<file path="config.mk">
export PLATFORM = sky130hd
export DESIGN_NAME = cv32e40x_div_iter
export DESIGN_NICKNAME = d
export VERILOG_FILES = /design/src/rtl/cv32e40x_div_iter.sv
export SDC_FILE = /design/constraint.sdc
export NUM_CORES = 1
export LEC_CHECK = 0
export ABC_CLOCK_PERIOD_IN_PS = 5100
export CORE_ASPECT_RATIO = 1.25
export CORE_MARGIN = 1
export CORE_UTILIZATION = 50
export DETAILED_ROUTE_END_ITERATION = 6
export HOLD_SLACK_MARGIN = 0.03
export PLACE_DENSITY_LB_ADDON = 0.2
export RECOVER_POWER = 100
export SYNTH_ARGS = -nofsm -noshare
export SYNTH_HDL_FRONTEND = slang
export SYNTH_SLANG_ARGS = --single-unit
</file>
<file path="constraint.sdc">
create_clock -name clk -period 5.1 [get_ports clk]
set_input_delay 0.765 -clock clk [delete_from_list [all_inputs] [get_ports clk]]
set_output_delay 0.765 -clock clk [all_outputs]
set_load 0.01 [all_outputs]
</file>
<file path="src/rtl/cv32e40x_div_iter.sv">
// Iterative shift-subtract divider for DIV/DIVU/REM/REMU.
// Uses the ALU CLZ unit to size each operation and the ALU shifter to align the divisor.
module cv32e40x_div_iter (
  input  logic        clk,
  input  logic        rst,
  input  logic        kill_i,
  input  logic        valid_i,
  output logic        ready_o,
  input  logic [1:0]  op_i,
  input  logic [31:0] op_a_i,
  input  logic [31:0] op_b_i,
  output logic        valid_o,
  input  logic        ready_i,
  output logic [31:0] result_o,
  output logic        div_clz_en_o,
  output logic [31:0] div_clz_data_o,
  input  logic [5:0]  div_clz_result_i,
  output logic        div_shift_en_o,
  output logic [5:0]  div_shift_amt_o,
  output logic [31:0] op_b_abs_o,
  input  logic [31:0] div_op_b_shifted_i
);

  localparam int unsigned W     = 32;
  localparam int unsigned CNT_W = 5;

  typedef enum logic [1:0] {IDLE, INIT, DIVIDE, FINISH} state_e;

  state_e           state_q;
  logic             is_rem_q;
  logic             a_neg_q;
  logic             b_neg_q;
  logic [W-1:0]     b_abs_q;
  logic [W-1:0]     rem_q;
  logic [W-1:0]     quot_q;
  logic [W-1:0]     result_q;
  logic [CNT_W-1:0] cnt_q;
  logic             ready_q;
  logic             valid_q;
  logic             clz_en_q;
  logic             shift_en_q;

  logic             op_signed;
  logic             a_neg;
  logic             b_neg;
  logic [W-1:0]     a_abs;
  logic [W-1:0]     b_abs;

  logic             sub_ok;
  logic [W-1:0]     rem_step;
  logic [W-1:0]     quot_step;

  logic             div_zero;
  logic             q_neg;
  logic [W-1:0]     q_src;
  logic [W-1:0]     r_src;
  logic [W-1:0]     q_final;
  logic [W-1:0]     r_final;
  logic [W-1:0]     res_final;

  // Operand magnitudes; negating 0x80000000 wraps to itself, which is 2^31 unsigned
  always_comb begin
    op_signed = ~op_i[0];
    a_neg     = op_signed & op_a_i[W-1];
    b_neg     = op_signed & op_b_i[W-1];
    a_abs     = a_neg ? (W'(0) - op_a_i) : op_a_i;
    b_abs     = b_neg ? (W'(0) - op_b_i) : op_b_i;
  end

  // One restoring step against the divisor shifted left by cnt
  always_comb begin
    sub_ok          = (rem_q >= div_op_b_shifted_i);
    rem_step        = sub_ok ? (rem_q - div_op_b_shifted_i) : rem_q;
    quot_step       = quot_q;
    quot_step[cnt_q] = quot_q[cnt_q] | sub_ok;
  end

  // Final result selection with sign fix-up; a zero divisor keeps an all-ones quotient
  always_comb begin
    div_zero = (div_clz_result_i == 6'd32);
    if (state_q == INIT) begin
      q_src = '1;
      r_src = rem_q;
      q_neg = 1'b0;
    end else begin
      q_src = quot_step;
      r_src = rem_step;
      q_neg = a_neg_q ^ b_neg_q;
    end
    q_final   = q_neg   ? (W'(0) - q_src) : q_src;
    r_final   = a_neg_q ? (W'(0) - r_src) : r_src;
    res_final = is_rem_q ? r_final : q_final;
  end

  // Control FSM with registered handshake, ALU-request and result outputs
  always_ff @(posedge clk or posedge rst) begin
    if (rst) begin
      state_q    <= IDLE;
      is_rem_q   <= 1'b0;
      a_neg_q    <= 1'b0;
      b_neg_q    <= 1'b0;
      b_abs_q    <= '0;
      rem_q      <= '0;
      quot_q     <= '0;
      result_q   <= '0;
      cnt_q      <= '0;
      ready_q    <= 1'b1;
      valid_q    <= 1'b0;
      clz_en_q   <= 1'b0;
      shift_en_q <= 1'b0;
    end else if (kill_i) begin
      state_q    <= IDLE;
      cnt_q      <= '0;
      ready_q    <= 1'b1;
      valid_q    <= 1'b0;
      clz_en_q   <= 1'b0;
      shift_en_q <= 1'b0;
    end else begin
      case (state_q)
        IDLE: begin
          if (valid_i && ready_q) begin
            is_rem_q <= op_i[1];
            a_neg_q  <= a_neg;
            b_neg_q  <= b_neg;
            b_abs_q  <= b_abs;
            rem_q    <= a_abs;
            quot_q   <= '0;
            ready_q  <= 1'b0;
            clz_en_q <= 1'b1;
            state_q  <= INIT;
          end
        end
        INIT: begin
          clz_en_q <= 1'b0;
          if (div_zero) begin
            result_q <= res_final;
            valid_q  <= 1'b1;
            state_q  <= FINISH;
          end else begin
            cnt_q      <= div_clz_result_i[CNT_W-1:0];
            quot_q     <= '0;
            shift_en_q <= 1'b1;
            state_q    <= DIVIDE;
          end
        end
        DIVIDE: begin
          rem_q  <= rem_step;
          quot_q <= quot_step;
          if (cnt_q == '0) begin
            shift_en_q <= 1'b0;
            result_q   <= res_final;
            valid_q    <= 1'b1;
            state_q    <= FINISH;
          end else begin
            cnt_q <= cnt_q - CNT_W'(1);
          end
        end
        FINISH: begin
          if (ready_i) begin
            valid_q <= 1'b0;
            ready_q <= 1'b1;
            state_q <= IDLE;
          end
        end
        default: begin
          state_q <= IDLE;
          ready_q <= 1'b1;
        end
      endcase
    end
  end

  assign ready_o         = ready_q;
  assign valid_o         = valid_q;
  assign result_o        = result_q;
  assign div_clz_en_o    = clz_en_q;
  assign div_clz_data_o  = b_abs_q;
  assign div_shift_en_o  = shift_en_q;
  assign div_shift_amt_o = {1'b0, cnt_q};
  assign op_b_abs_o      = b_abs_q;

endmodule

</file>
# --- Yosys cells after proc, flatten, opt, wreduce, memory -nomap -nowiden ---
# Index checks and enable logic that the tools add are counted.
word_totals:
  reg_bits: 142
  latch_bits: 0
  mem_bits_rw: 0
  rom_bits: 0
  inputBits: 109
  mem_count: 0
classes:
  add_sub_neg: 6
  mul: 0
  div: 0
  n_lt_le_gt_ge: 3
  eq_ne: 14
  shifts: 0
  n_mux: 48
  bitwise: 6
  n_reduce_logical: 21
ops:
  columns: ["op", "n"]
  rows:
  - ["$mux 32", 13]
  - ["$pmux 32 s2", 2]
  - ["$sub 1x32->32 const A", 4]
  - ["$pmux 32 s3", 1]
  - ["$bwmux 32", 1]
  - ["$ge 32x32->1", 1]
  - ["$sub 32x32->32", 1]
  - ["$ne 3x3->1 const B", 6]
  - ["$reduce_and 3->1", 6]
  - ["$mux 1", 16]
  - ["$mux 5", 3]
  - ["$reduce_and 4->1", 3]
  - ["$reduce_bool 3->1", 4]
  - ["$pmux 5 s2", 1]
  - ["$mux 2", 4]
  - ["$ne 2x2->1 const B", 4]
  - ["$pmux 2 s4", 1]
  - ["$eq 6x6->1 const B", 1]
  - ["$lt 5x6->1 const B", 1]
  - ["$pmux 1 s2", 3]
  - ["$bmux 1 s5", 1]
  - ["$demux 1 s5", 1]
  - ["$ge 5x1->1 const B", 1]
  - ["$logic_not 5->1", 1]
  - ["other kinds (13)", 18]

# --- Depth between registers and ports, before layout ---
logic_depth:
  ltp_word: 11
  mapped_depth: 24
  depth_no_buf: 21

# --- Worst setup path after synthesis ---
# No wires, ideal clock.
synth_timing:
  path_type: "input port to flip-flop"
  startpoint: "in div_op_b_shifted_i[29]"
  endpoint: "reg result_q[24] (netlist: result_o[24])"
  setup_time_ps: 78
  t_arrival_ps: 5564
  t_required_ps: 5022
  path_slack_ps: -542
  cell_stages: 23
  path_buffers: 3
  path_cell_list: "inv_1 > ha_1 > a21o_1 > a21o_1 > a21o_4 > or3_4 > o21ai_4 > buf_2 > buf_1 > clkbuf_1 > nor2_1 > a21oi_1 > ha_1 > nand2b_1 > nor4_1 > nand3_1 > nor3_2 > a31oi_1 > or3_4 > or2_1 > and4_1 > or3_1 > a21oi_1"
synth_via:
  elab_chain_len: 9
  elab_cells_between_ends: 14
  classes_between: "2 x add/sub; 1 x order compare; 10 x mux; 1 x bitwise"
synth_lines:
  columns: ["element", "line_no", "text"]
  rows:
  - ["from (decl)", "21", "input logic [31:0] div_op_b_shifted_i"]
  - ["$ge 32x32->1 (*)", "72", "sub_ok = (rem_q >= div_op_b_shifted_i);"]
  - ["$or 1x1->1", "75", "quot_step[cnt_q] = quot_q[cnt_q] | sub_ok;"]
  - ["$bwmux 32", "75", null]
  - ["$mux 32", "81", "if (state_q == INIT) begin"]
  - ["$sub 1x32->32", "90", "q_final = q_neg ? (W'(0) - q_src) : q_src;"]
  - ["$mux 32", "90", null]
  - ["$mux 32 (*)", "92", "res_final = is_rem_q ? r_final : q_final;"]
  - ["$mux 32 (on tied branches)", "149, 135", null]
  - ["$pmux 32 s2 (*)", "119", "case (state_q)"]
  - ["to (signal assigned)", "136", "result_q <= res_final;"]
  - ["to (signal assigned)", "151", "result_q <= res_final;"]
  - ["to (decl)", "36", "logic [W-1:0] result_q;"]
# Every way passes the cells marked *; elsewhere a longest branch is shown, timed or not. The select of a mux whose other input is x is not followed.
# A chain may end at the register's enable or synchronous reset.

# --- Final worst setup path ---
layout_timing:
  startpoint: "in div_op_b_shifted_i[22]"
  endpoint: "reg result_q[24] (netlist: result_o[24])"
layout_via:
  elab_chain_len: 9
  elab_cells_between_ends: 15
  classes_between: "3 x add/sub; 1 x order compare; 10 x mux; 1 x bitwise"
layout_lines:
  columns: ["element", "line_no"]
  rows:
  - ["$ge 32x32->1", "72"]
  - ["$or 1x1->1", "75"]
  - ["$bwmux 32", "75"]
  - ["$mux 32", "81"]
  - ["$sub 1x32->32", "90"]
  - ["$mux 32", "90"]
  - ["$mux 32 (*)", "92"]
  - ["$mux 32 (on tied branches)", "149, 135"]
  - ["$pmux 32 s2 (*)", "119"]
# Marked as above.

==> metrics.md <==
| Metric | Value |
|---|---|
| Max_slew headroom | -105% |
| Antenna diode count | 0 |
| Final period util | a little over nine tenths |
| Longest Clk Path Bufs | 2 |
| Worst setup EP type | register |
| Worst Path Max Fanout | 6 |
| Area of the die | 27700 sq um |
| Initial antenna violation count | 0 |
| HP Start | result_o[17] |
| Hold crit path type | register to register |
| Drt drc | 0 |
| Initial Utilization | 51.5% |
| Dpl ws | -0.338 ns |
| Post-Syn Instances | 1797 |
| R2R setup slack | 0.46 ns |
| Final Skew | 0.00931 ns |
| CP startpoint kind | primary input |
| Leading register cell type out of synthesis | dfrtp_1 |
| # clock sinks | 142 |
| Row count | 66 |
| Area of the multi-input gates | 8990 sq um |
| Fin cells | 2459 |
| Dpl cell area | 17000 sq um |
| Post-synthesis cell type count | between 100 and 150 |
| Area contributors post-synth | dfrtp_1, a21oi_1, o21ai_0 |
| Share of cells above drive strength 1 | 14.5% |
| Largest net degree at the start of global routing | 79 |
| Placed cell count | roughly 2400 |
| TNS Setup | 0 ns |
| Design Power | between 10 and 15 mW |
| Crit path time final | 4.93 ns |
| Die X | approximately 150 microns |
| Syn Nets | 1954 |
| Status | complete, but fails checks |
| I/O pin count | roughly 220 |
| H-Tree Depth | 4 |
| Slowest-stage cell, CP | clkdlybuf4s50_1 |
| Peak VDD IR | 0.363 mV |
| Avg WL per Cell | 19.8 microns |
| CTS buffer count | 17 |
| Vias | roughly 15000 |
| Seq cells post-synth | 142 |
| Share of Yosys cell area claimed by the top area cell type | 26.1% |
| RSZ-0062 raised after global routing | true |
| Arr. time, crit path | 5.31 ns |
| Family with the most delay on the worst path | simple AND/OR/NAND/NOR gates |
| Synth cell count leaders | nand2_1, a21oi_1, o21ai_0, dfrtp_1, nor2_1 |
| Critical Path RT | 5.47 ns |
| Net count, final | 2263 |
| Endpoints failing setup | 0 |
| Clock transition at path regs | roughly 0.06 ns |
| Max-cap violations | 3 |
| First-pass GRT wire length | about 76000 microns |
| Iter 0 DRT Violations | 1124 |
| CTS root buf | clkbuf_16 |
| Total grt overflow | 0 |
| Avg Inst Size Synth | 7.52 sq um |
| Netlist Area Pre-Place | approximately 14000 sq um |
| Worst stage delay on the critical path | 0.45 ns |
| Worst slew pin tran | 3.07 ns |
| Reg2Reg Depth | 21 |
| Pwr Density | a little under 700 nW/um^2 |
| Final core utilization | 67.4% |
| Hold endpoint | result_o[17] |
| Cell Chain, Critical Path | clkdlybuf4s50_1, inv_1, ha_1, nand4_1, nor2_1, a32o_2, or3_4, o21ai_4, nor2_2, a21oi_2, ha_2, nand2b_1, nor4_4, nand3_2, nor3_2, a31oi_1, or3_4, or2_4, and4_1, or3_1, a21oi_2 |
| Placer congestion estimate | 0.993 |
| FF+latch area | roughly 3600 sq um |
| CTS tree | done |
| Core area | 26300 sq um |
| HPWL Detailed | 37300 microns |
| Leakage Power | 7.50 nW |
| Worst r2r dst | result_o[24] |
| Register area share after synthesis | 26.3% |
| WHS | about 0.47 ns |
| Most numerous cell in the Yosys netlist | nand2_1 |
| Die height | approximately 190 microns |
| Filler cell count in the final layout | 2285 |
| Routed wire length | 48600 microns |
| GRT Overall Usage | 35.3% |
| Final Hold Viols | 0 |
| Worst Path Buf+Inv | 2 |
| Worst-Skew Late Latency | between 0.4 and 0.5 ns |
| Max-slew violations | roughly 220 |
| Fmax | roughly 200 MHz |
| Failing checks | max-capacitance violations, max-slew violations |
| RR Startpoint | rem_q[0] |
| Fin area | 17700 sq um |
| DRT Pass-1 Iters | 6 |
| Number of flops mapped to enable cells by yosys | 0 |
| Vias/cell | 6.10 |
| Hold-fix buffer count after cts | 0 |
| Area delta synth->final | 31.1% |
| Post-synth ARST share | 100% |
| Vias in the first global route | about 15000 |
| Synth area leader | dfrtp_1 |
| Port-buffer cells | between 200 and 250 |
| Remaining antenna violation count | 0 |
| Worst Slack Setup Final | 0.165 ns |
| Hold path cells | 1 |
| WS Path Type | primary input to register |
| Syn. warnings | 0 |
## layout by cell type (no fill, tap or decap), drive strengths merged, types with 9 or more instances in the layout
master and count:
nand2b 16, clkdlybuf4s50 107, nor4 21, nand2 216
a21o 21, mux2 13, mux2i 15, o211ai 13
clkbuf 37, nor2b 9, a211oi 15, o22ai 79
inv 91, o21ai 176, a31oi 20, and3 15
a221oi 14, a21oi 185, xnor2 76, nand3 34
nor3 56, dfrtp 141, nand4 13, or3 20
xor2 59, o21a 12, nor2 127, buf 200
ha 47, and2 14, o31ai 21, dlygate4sd3 106
## logic make-up (layout without fill, tap and decap cells)
logic type,count (synthesis),in the layout,share of synthesized area (%)
AO/OA/AOI/OAI,628,628,29.2
AND/OR/NAND/NOR,585,585,21.3
flip-flops,142,142,26.3
multiplexers,28,28,2.19
adder cells (fa/ha/maj),48,48,4.50
buffers and inverters,230,552,7.75
other,1,1,0.0277
XOR/XNOR,135,135,8.75
## worst reg2reg max path: stages (launching register included)
cell	delay, ns
dfrtp_1	0.43
inv_1	0.07
ha_1	0.20
fa_1	0.39
and2b_1	0.25
o211ai_2	0.12
o211ai_1	0.18
buf_4	0.17
o2bb2ai_4	0.17
o21ai_4	0.16
a21oi_2	0.21
ha_2	0.21
nand2b_1	0.09
nor4_4	0.30
nand3_2	0.12
nor3_2	0.11
a31oi_1	0.07
or3_4	0.36
or2_4	0.28
and4_1	0.20
or3_1	0.36
a21oi_2	0.14
## power by group
part | internal (mW) | switching [mW] | total, mW
registers | 1.55 | 0.554 | 2.10
clock network | 0.899 | 0.537 | 1.44
logic | 3.73 | 4.81 | 8.54
total | 6.18 | 5.90 | 12.1
## routing by layer
layer  track usage, %  share of wire [%]
met1             40.2                 39
met2             64.7                 51
met3             4.02                5.1
met4             18.0                4.8
met5                0                  0
## worst max-delay path by stage
stage,endpoint,startpoint,slack [ns],depth (start not counted)
after floorplan,result_o[24],div_op_b_shifted_i[15],0.002,24
after global placement,result_o[24],div_op_b_shifted_i[11],-0.19,21
after detailed placement,result_o[24],div_op_b_shifted_i[23],-0.34,21
after CTS,result_o[24],div_op_b_shifted_i[23],0.09,21
after global routing,result_o[24],div_op_b_shifted_i[29],-0.04,21
final,result_o[24],div_op_b_shifted_i[22],0.17,21
## flip-flops by register name, summed over array words and instances (netlist names)
name,count
div_clz_data_o,32
quot_q,32
rem_q,32
result_o,32
cnt_q,5
state_q,2
a_neg_q,1
b_neg_q,1
div_clz_en_o,1
div_shift_en_o,1
is_rem_q,1
ready_o,1
valid_o,1
## cell type report
| class | count | area share, % |
|---|---|---|
| Clock buffer | 20 | 2.58 |
| Clock inverter | 12 | 1.17 |
| Inverter | 90 | 1.91 |
| Multi-Input combinational cell | 1425 | 50.8 |
| Sequential cell | 142 | 20.1 |
| Tap cell | 340 | 2.40 |
| Timing Repair Buffer | 430 | 21.1 |
## what timing repair did
action,in CTS,in global routing
setup buffers,0,6
setup endpoints to repair,0,6
gates resized for setup,0,18
endpoints found under the hold margin,0,0
(Power assumes the default switching activity.)
